$ cat src/rtl/dzcpu_uop_sequencer.sv
// dzcpu_uop_sequencer: microcode sequencer that fetches an opcode (and an optional
// CB-prefix byte), maps it to a uop ROM flow and steps through that flow.
//   iClock, iReset_n      : clock, asynchronous active-low reset
//   iMop, iMopValid       : opcode/prefix byte from memory and its valid strobe
//   iFlowIdx, iCbFlowIdx  : main / CB-prefix LUT start addresses for oMop
//   iUopFlow, iJcb        : flow-control field and jcb flag of the current uop
//   iFlagZ, iStall        : datapath Z flag, datapath/memory wait
//   oUopAddr, oMop        : uop ROM address, latched opcode byte
//   oFetch, oUopValid     : byte request, uop executes this cycle
//   oPcInc, oFlagsWe, oEof: PC increment, flag write, end-of-flow strobes
//   oTrap                 : CB flow index 0 trapped (only with DZCPU_USEQ_CB_TRAP_EN)
// Optional feature macro: DZCPU_USEQ_CB_TRAP_EN
module dzcpu_uop_sequencer (
  input  logic       iClock,
  input  logic       iReset_n,
  input  logic [7:0] iMop,
  input  logic       iMopValid,
  input  logic [7:0] iFlowIdx,
  input  logic [7:0] iCbFlowIdx,
  input  logic [3:0] iUopFlow,
  input  logic       iJcb,
  input  logic       iFlagZ,
  input  logic       iStall,
  output logic [7:0] oUopAddr,
  output logic [7:0] oMop,
  output logic       oFetch,
  output logic       oUopValid,
  output logic       oPcInc,
  output logic       oFlagsWe,
  output logic       oEof,
  output logic       oTrap
);
  typedef enum logic [2:0] {
    FETCH, DECODE, EXEC, CB_FETCH, CB_DECODE
`ifdef DZCPU_USEQ_CB_TRAP_EN
    , TRAP
`endif
  } state_t;
  state_t state, state_n;
  logic [7:0] addr_n, mop_n;
  logic run, ends;
  assign run = state == EXEC && !iStall;
  // Codes 6/7 end the flow conditionally on Z; codes 9-15 fall through as plain OP.
  assign ends = (iUopFlow inside {[4'd2:4'd5]}) || (iUopFlow == 4'd6 && iFlagZ) ||
                (iUopFlow == 4'd7 && !iFlagZ);
`ifdef DZCPU_USEQ_CB_TRAP_EN
  assign oTrap = state == TRAP;
`else
  assign oTrap = 1'b0;
`endif
  always_ff @(posedge iClock or negedge iReset_n)
    if (!iReset_n) begin
      state    <= FETCH;
      oUopAddr <= '0;
      oMop     <= '0;
    end else begin
      state    <= state_n;
      oUopAddr <= addr_n;
      oMop     <= mop_n;
    end
  always_comb begin
    state_n   = state;
    addr_n    = oUopAddr;
    mop_n     = oMop;
    oFetch    = state == FETCH || state == CB_FETCH;
    oUopValid = run;
    oPcInc    = run && (iUopFlow inside {4'd1, 4'd3, 4'd5, 4'd6, 4'd7});
    oFlagsWe  = run && (iUopFlow inside {4'd4, 4'd5, 4'd8});
    // jcb wins over any end condition carried by the same uop.
    oEof      = run && !iJcb && ends;
    case (state)
      FETCH, CB_FETCH: if (iMopValid) begin
        mop_n   = iMop;
        state_n = state == FETCH ? DECODE : CB_DECODE;
      end
      DECODE: begin
        addr_n  = iFlowIdx;
        state_n = EXEC;
      end
      EXEC: if (run) begin
        state_n = iJcb ? CB_FETCH : oEof ? FETCH : EXEC;
        addr_n  = iJcb ? oUopAddr : oEof ? 8'd0 : oUopAddr + 8'd1;
      end
`ifdef DZCPU_USEQ_CB_TRAP_EN
      CB_DECODE: begin
        addr_n  = iCbFlowIdx == 8'd0 ? oUopAddr : iCbFlowIdx;
        state_n = iCbFlowIdx == 8'd0 ? TRAP : EXEC;
      end
`else
      CB_DECODE: begin
        addr_n  = iCbFlowIdx;
        state_n = EXEC;
      end
`endif
      default: ;
    endcase
  end
endmodule

$ cat config.mk
export PLATFORM = sky130hd
export DESIGN_NAME = dzcpu_uop_sequencer
export DESIGN_NICKNAME = d
export VERILOG_FILES = /design/src/rtl/dzcpu_uop_sequencer.sv
export SDC_FILE = /design/constraint.sdc
export NUM_CORES = 1
export LEC_CHECK = 0
export ABC_AREA = 1
export BUFFER_PORTS_ARGS = -buffer_cell sky130_fd_sc_hd__buf_2
export CELL_PAD_IN_SITES_DETAIL_PLACEMENT = 1
export CELL_PAD_IN_SITES_GLOBAL_PLACEMENT = 2
export CORE_ASPECT_RATIO = 1.75
export CORE_MARGIN = 5
export CORE_UTILIZATION = 25
export DETAILED_ROUTE_END_ITERATION = 7
export PLACE_DENSITY = 0.77
export SLEW_MARGIN = 20
export SYNTH_ARGS = -nofsm -noshare
export SYNTH_HDL_FRONTEND = slang
export SYNTH_SLANG_ARGS = --single-unit
$ cat constraint.sdc
create_clock -name iClock -period 1.65 [get_ports iClock]
set_input_delay 0.2475 -clock iClock [delete_from_list [all_inputs] [get_ports iClock]]
set_output_delay 0.2475 -clock iClock [all_outputs]
set_load 0.02 [all_outputs]
Word-level counts from Yosys, hierarchy flattened --
Cells that the tools add are included.
Cells by class: add/sub/neg operators 1, order comparisons 2, equal/unequal tests 14, multiplexer cells 10, reduce and logical (&&, ||, !) cells 24
Operators with widths (number):
- $mux 8 | 3
- $pmux 8 s3 | 1
- $eq 4x3->1 const B | 4
- $mux 3 | 3
- $pmux 3 s3 | 1
- $reduce_bool 3->1 | 3
- $add 8x1->8 const B | 1
- $logic_and 1x1->1 | 8
- $eq 3x2->1 const B | 2
- $ne 2x2->1 const B | 3
- $reduce_and 3->1 | 2
- $reduce_bool 5->1 | 1
- $eq 4x1->1 const B | 1
- $eq 4x2->1 const B | 1
- $eq 4x4->1 const B | 1
- $ge 4x2->1 const B | 1
- $le 4x3->1 const B | 1
- $mux 2 | 2
- $reduce_or 2->1 | 2
- $eq 3x1->1 const B | 1
- $eq 3x3->1 const B | 1
- $logic_not 1->1 | 3
- $logic_not 3->1 | 1
- $logic_or 1x1->1 | 3
- $reduce_and 2->1 | 1
Word-level totals: register bits 19, input bits 34, output and inout bits 22

Longest topological paths before layout --
word-level depth 9, depth in mapped cells 10

Worst setup path after synthesis --
OpenSTA, ideal clock, no wires.
path type reg-to-output, start register state[0], end output oFlagsWe, arrival 1880 ps, data required time 1402 ps, setup slack -478 ps, cell stages (with the launch flop) 6, path buffers 0, cells stage by stage dfrtp_1 -> inv_2 -> nand2_2 -> nor2_8 -> nand2_1 -> a2111oi_0
On the way: cells in the longest elaborated chain, start to end 3
RTL lines:
- start: declaration | line 39 | state_t state, state_n;
- start signal: assignment | line 57 | state <= state_n;
- $eq 3x2->1 | line 42 | assign run = state == EXEC && !iStall;
- $logic_and 1x1->1 | line 42
- $logic_and 1x1->1 | line 68 | oFlagsWe = run && (iUopFlow inside {4'd4, 4'd5, 4'd8});
- end: declaration | line 29 | output logic oFlagsWe,
Every way passes these cells.

Worst setup path in the final report --
Same ends and word-level chain as after synthesis.

==> results.yml <==
timing:
  layout_setup_ws_ns: -0.0181
  period_needed_ns: 1.67
  setup_tns_ns: -0.0181
  max_freq_mhz: 599
  maxSlewViolCount: 0
  setup_viol: 1
  timing.hold.ws_ns: 0.196
  skew_ns: 0.00190
  fin_crit_sh_pct: 101
  timing.final.hold_violations: 0
  rsz0062_at_grt: "true"
synthesis:
  ys_seq_area_share_pct: 36.2
  synth-edff-count: 0
  syn_inst: 180
  synth_seq_cells: 19
  synthArstFlopShare_pct: 100
  syn_avg_cell_area_um2: 7.31
  netlist_area_um2: 1320
  synth_area_leaders: "dfrtp_1 (36%), nand2_1 (17%), nor2_1 (6.9%)"
  synthFlopType: "dfrtp_1"
  synthesis.nets: 215
  synth_common_cells: "nand2_1 (61), nor2_1 (24), dfrtp_1 (19)"
  yosys_warnings: 0
  synth.most_common_cell: "nand2_1"
  yosysUniqueCellTypes: 29
  synth_top_area_cell: "dfrtp_1"
  synth_top_cell_area_share_pct: 36.2
run_status:
  status: "finished with violations"
  failed_checks: "negative setup slack"
floorplan:
  rows: 35
  num_io_pins: 56
  die_area_um2: 6870
  die_h_um: 106
  initial_core_util_pct: 25.2
  die_w_um: 64.8
  core_area_um2: 5210
clock_tree:
  cts.reportedPaths.clkPinSlew_ns: 0.08
  cts-buffers-inserted: 3
  clk_latency_ns: 0.26
  h-tree-depth: 1
  cts_root_buf: "clkbuf_8"
  clock_path_buffers: 2
  clock_sinks: 19
  cts_tree: "built"
finish:
  syn2layout_area_growth_pct: 42.9
  fin_util_pct: 36.1
  nets: 288
  drive_gt1_share_pct: 40.1
  diodes: 0
  final_cells: 307
grt:
  grt_use_total_pct: 12.6
  grt_overflow: 0
  grt_pass1_vias: 1472
  grt_max_degree: 20
  antenna_found_initial: 0
  grt_pass1_wl_um: 6810
critical_path:
  critPathKind: "reg -> out"
  cp_slowest_cell: "dfrtp_1"
  crit_path_max_fanout: 3
  critPathMaxStageDelay_ns: 0.41
  cp-start-kind: "flop"
  cp_data_arrival_time_ns: 1.42
  required_ns: 1.40
  endpoint_kind: "output pin"
  critical_path.startpoint: "state[0]"
  timing.rr.start: "state[0]"
  path_cells: "inv_2 -> nand2_4 -> nor2_8 -> nand2_2 -> a2111oi_2 -> buf_2"
detailed_routing:
  via_per_inst: 4.59
  wl_um: 4220
  drtAntennaViolNets: 0
  drc_errors: 0
  wl_per_cell_um: 13.8
  num_vias: 1408
  dr.pass1.iters: 4
  first_iter_violations: 22
worst_hold_path:
  worstHoldStart: "iMop[7]"
  min_path_type: "in -> reg"
power_and_ir_drop:
  cellPowerDensity_nw_per_um2: 2000
  vdd_ir_drop_max_v: 0.000616
  leakagePower_uw: 0.00101
place:
  numPlacedInstances: 289
  dpl_worst_slack_ns: 0.0412
  gp_congestion: 0.841
  portBuffers: 54
  hpwl_um: 3360
run:
  maxCapViolCount: 0
## per-stage QoR
step           instance area, µm²  total power [µW]
2_1_floorplan                1320              2500
3_3_place_gp                 1660              3110
3_5_place_dp                 1660              3140
4_1_cts                      1810              3680
5_1_grt                      1880              4150
6_report                     1880              3770
## cell usage in the layout (no fill, tap or decap), types with 2 or more instances in the layout
master and instances:
nand2_1 59, buf_2 51, nor2_1 24, dfrtp_1 17, inv_1 15, buf_4 15
nand3_1 8, a21oi_1 7, inv_2 5, nand2_2 5, mux2_1 5, nor2_4 4
nand3_4 3, o21ai_0 3, a21boi_1 3, mux2_2 3, clkbuf_8 3, nor3_1 2
buf_6 2, dfrtp_2 2
## cell type report
type	count	area, µm²
clock buffers	3	41.3
clock inverters	1	5.00
fillers	677	3330
inverters	20	75.1
multi-input cells	139	791
flip-flops and latches	19	478
well taps	55	68.8
repair buffers	70	420
## report_power, final
group | switching [µW] | total, µW | internal [µW]
registers | 223 | 939 | 716
clock network | 172 | 340 | 168
logic | 1470 | 2490 | 1020
## registers in the layout, indices dropped and copies added, names as in the netlist
name      flops
oMop          8
state         3
oUopAddr      8
## kinds of logic after synthesis
| logic type | after synthesis | share of synthesized area [%] |
|---|---|---|
| AOI/OAI and AO/OA | 18 | 8.37 |
| muxes | 8 | 6.85 |
| adders and majority gates | 1 | 0.951 |
| buffers and inverters | 22 | 7.14 |
| xor gates and xnor gates | 2 | 1.33 |
| DFF | 19 | 36.2 |
| and+or+nand+nor | 109 | 38.9 |
| other | 1 | 0.285 |
## per-layer routing
layer	GRT usage (%)	routed length [µm]
met5	0	0
met4	5.45	92
met3	0.634	98
met2	25.6	2580
met1	12.5	1450
## worst max-delay path: cells and delay by family, from the launching register on
kind	cells	cell delay (ns)
simple gates	3	0.23
buf+inv	2	0.34
flops	1	0.41
compound gates	1	0.19
## final timing paths
kind / end / slack (ns) / depth (start not counted)
setup / recovery: oFlagsWe / -0.02 / 6
hold / removal: oMop[7] / 0.20 / 2
setup reg to reg: oMop[4] / 0.10 / 6
hold reg to reg: oMop[5] / 0.49 / 1
max in group asynchronous: state[1] / 0.82 / 2
min in group asynchronous: oMop[4] / 0.47 / 2
## repair_timing
item | CTS | global route
pin swaps | 2 | 5
gates cloned | 0 | 0
hold endpoints to repair | 19 | 0
endpoints found under the setup margin | 4 | 14
hold buffers | 1 | 0
resized for setup | 8 | 7
setup buffers | 7 | 6
No activity file was read; power rests on OpenSTA's default activity.
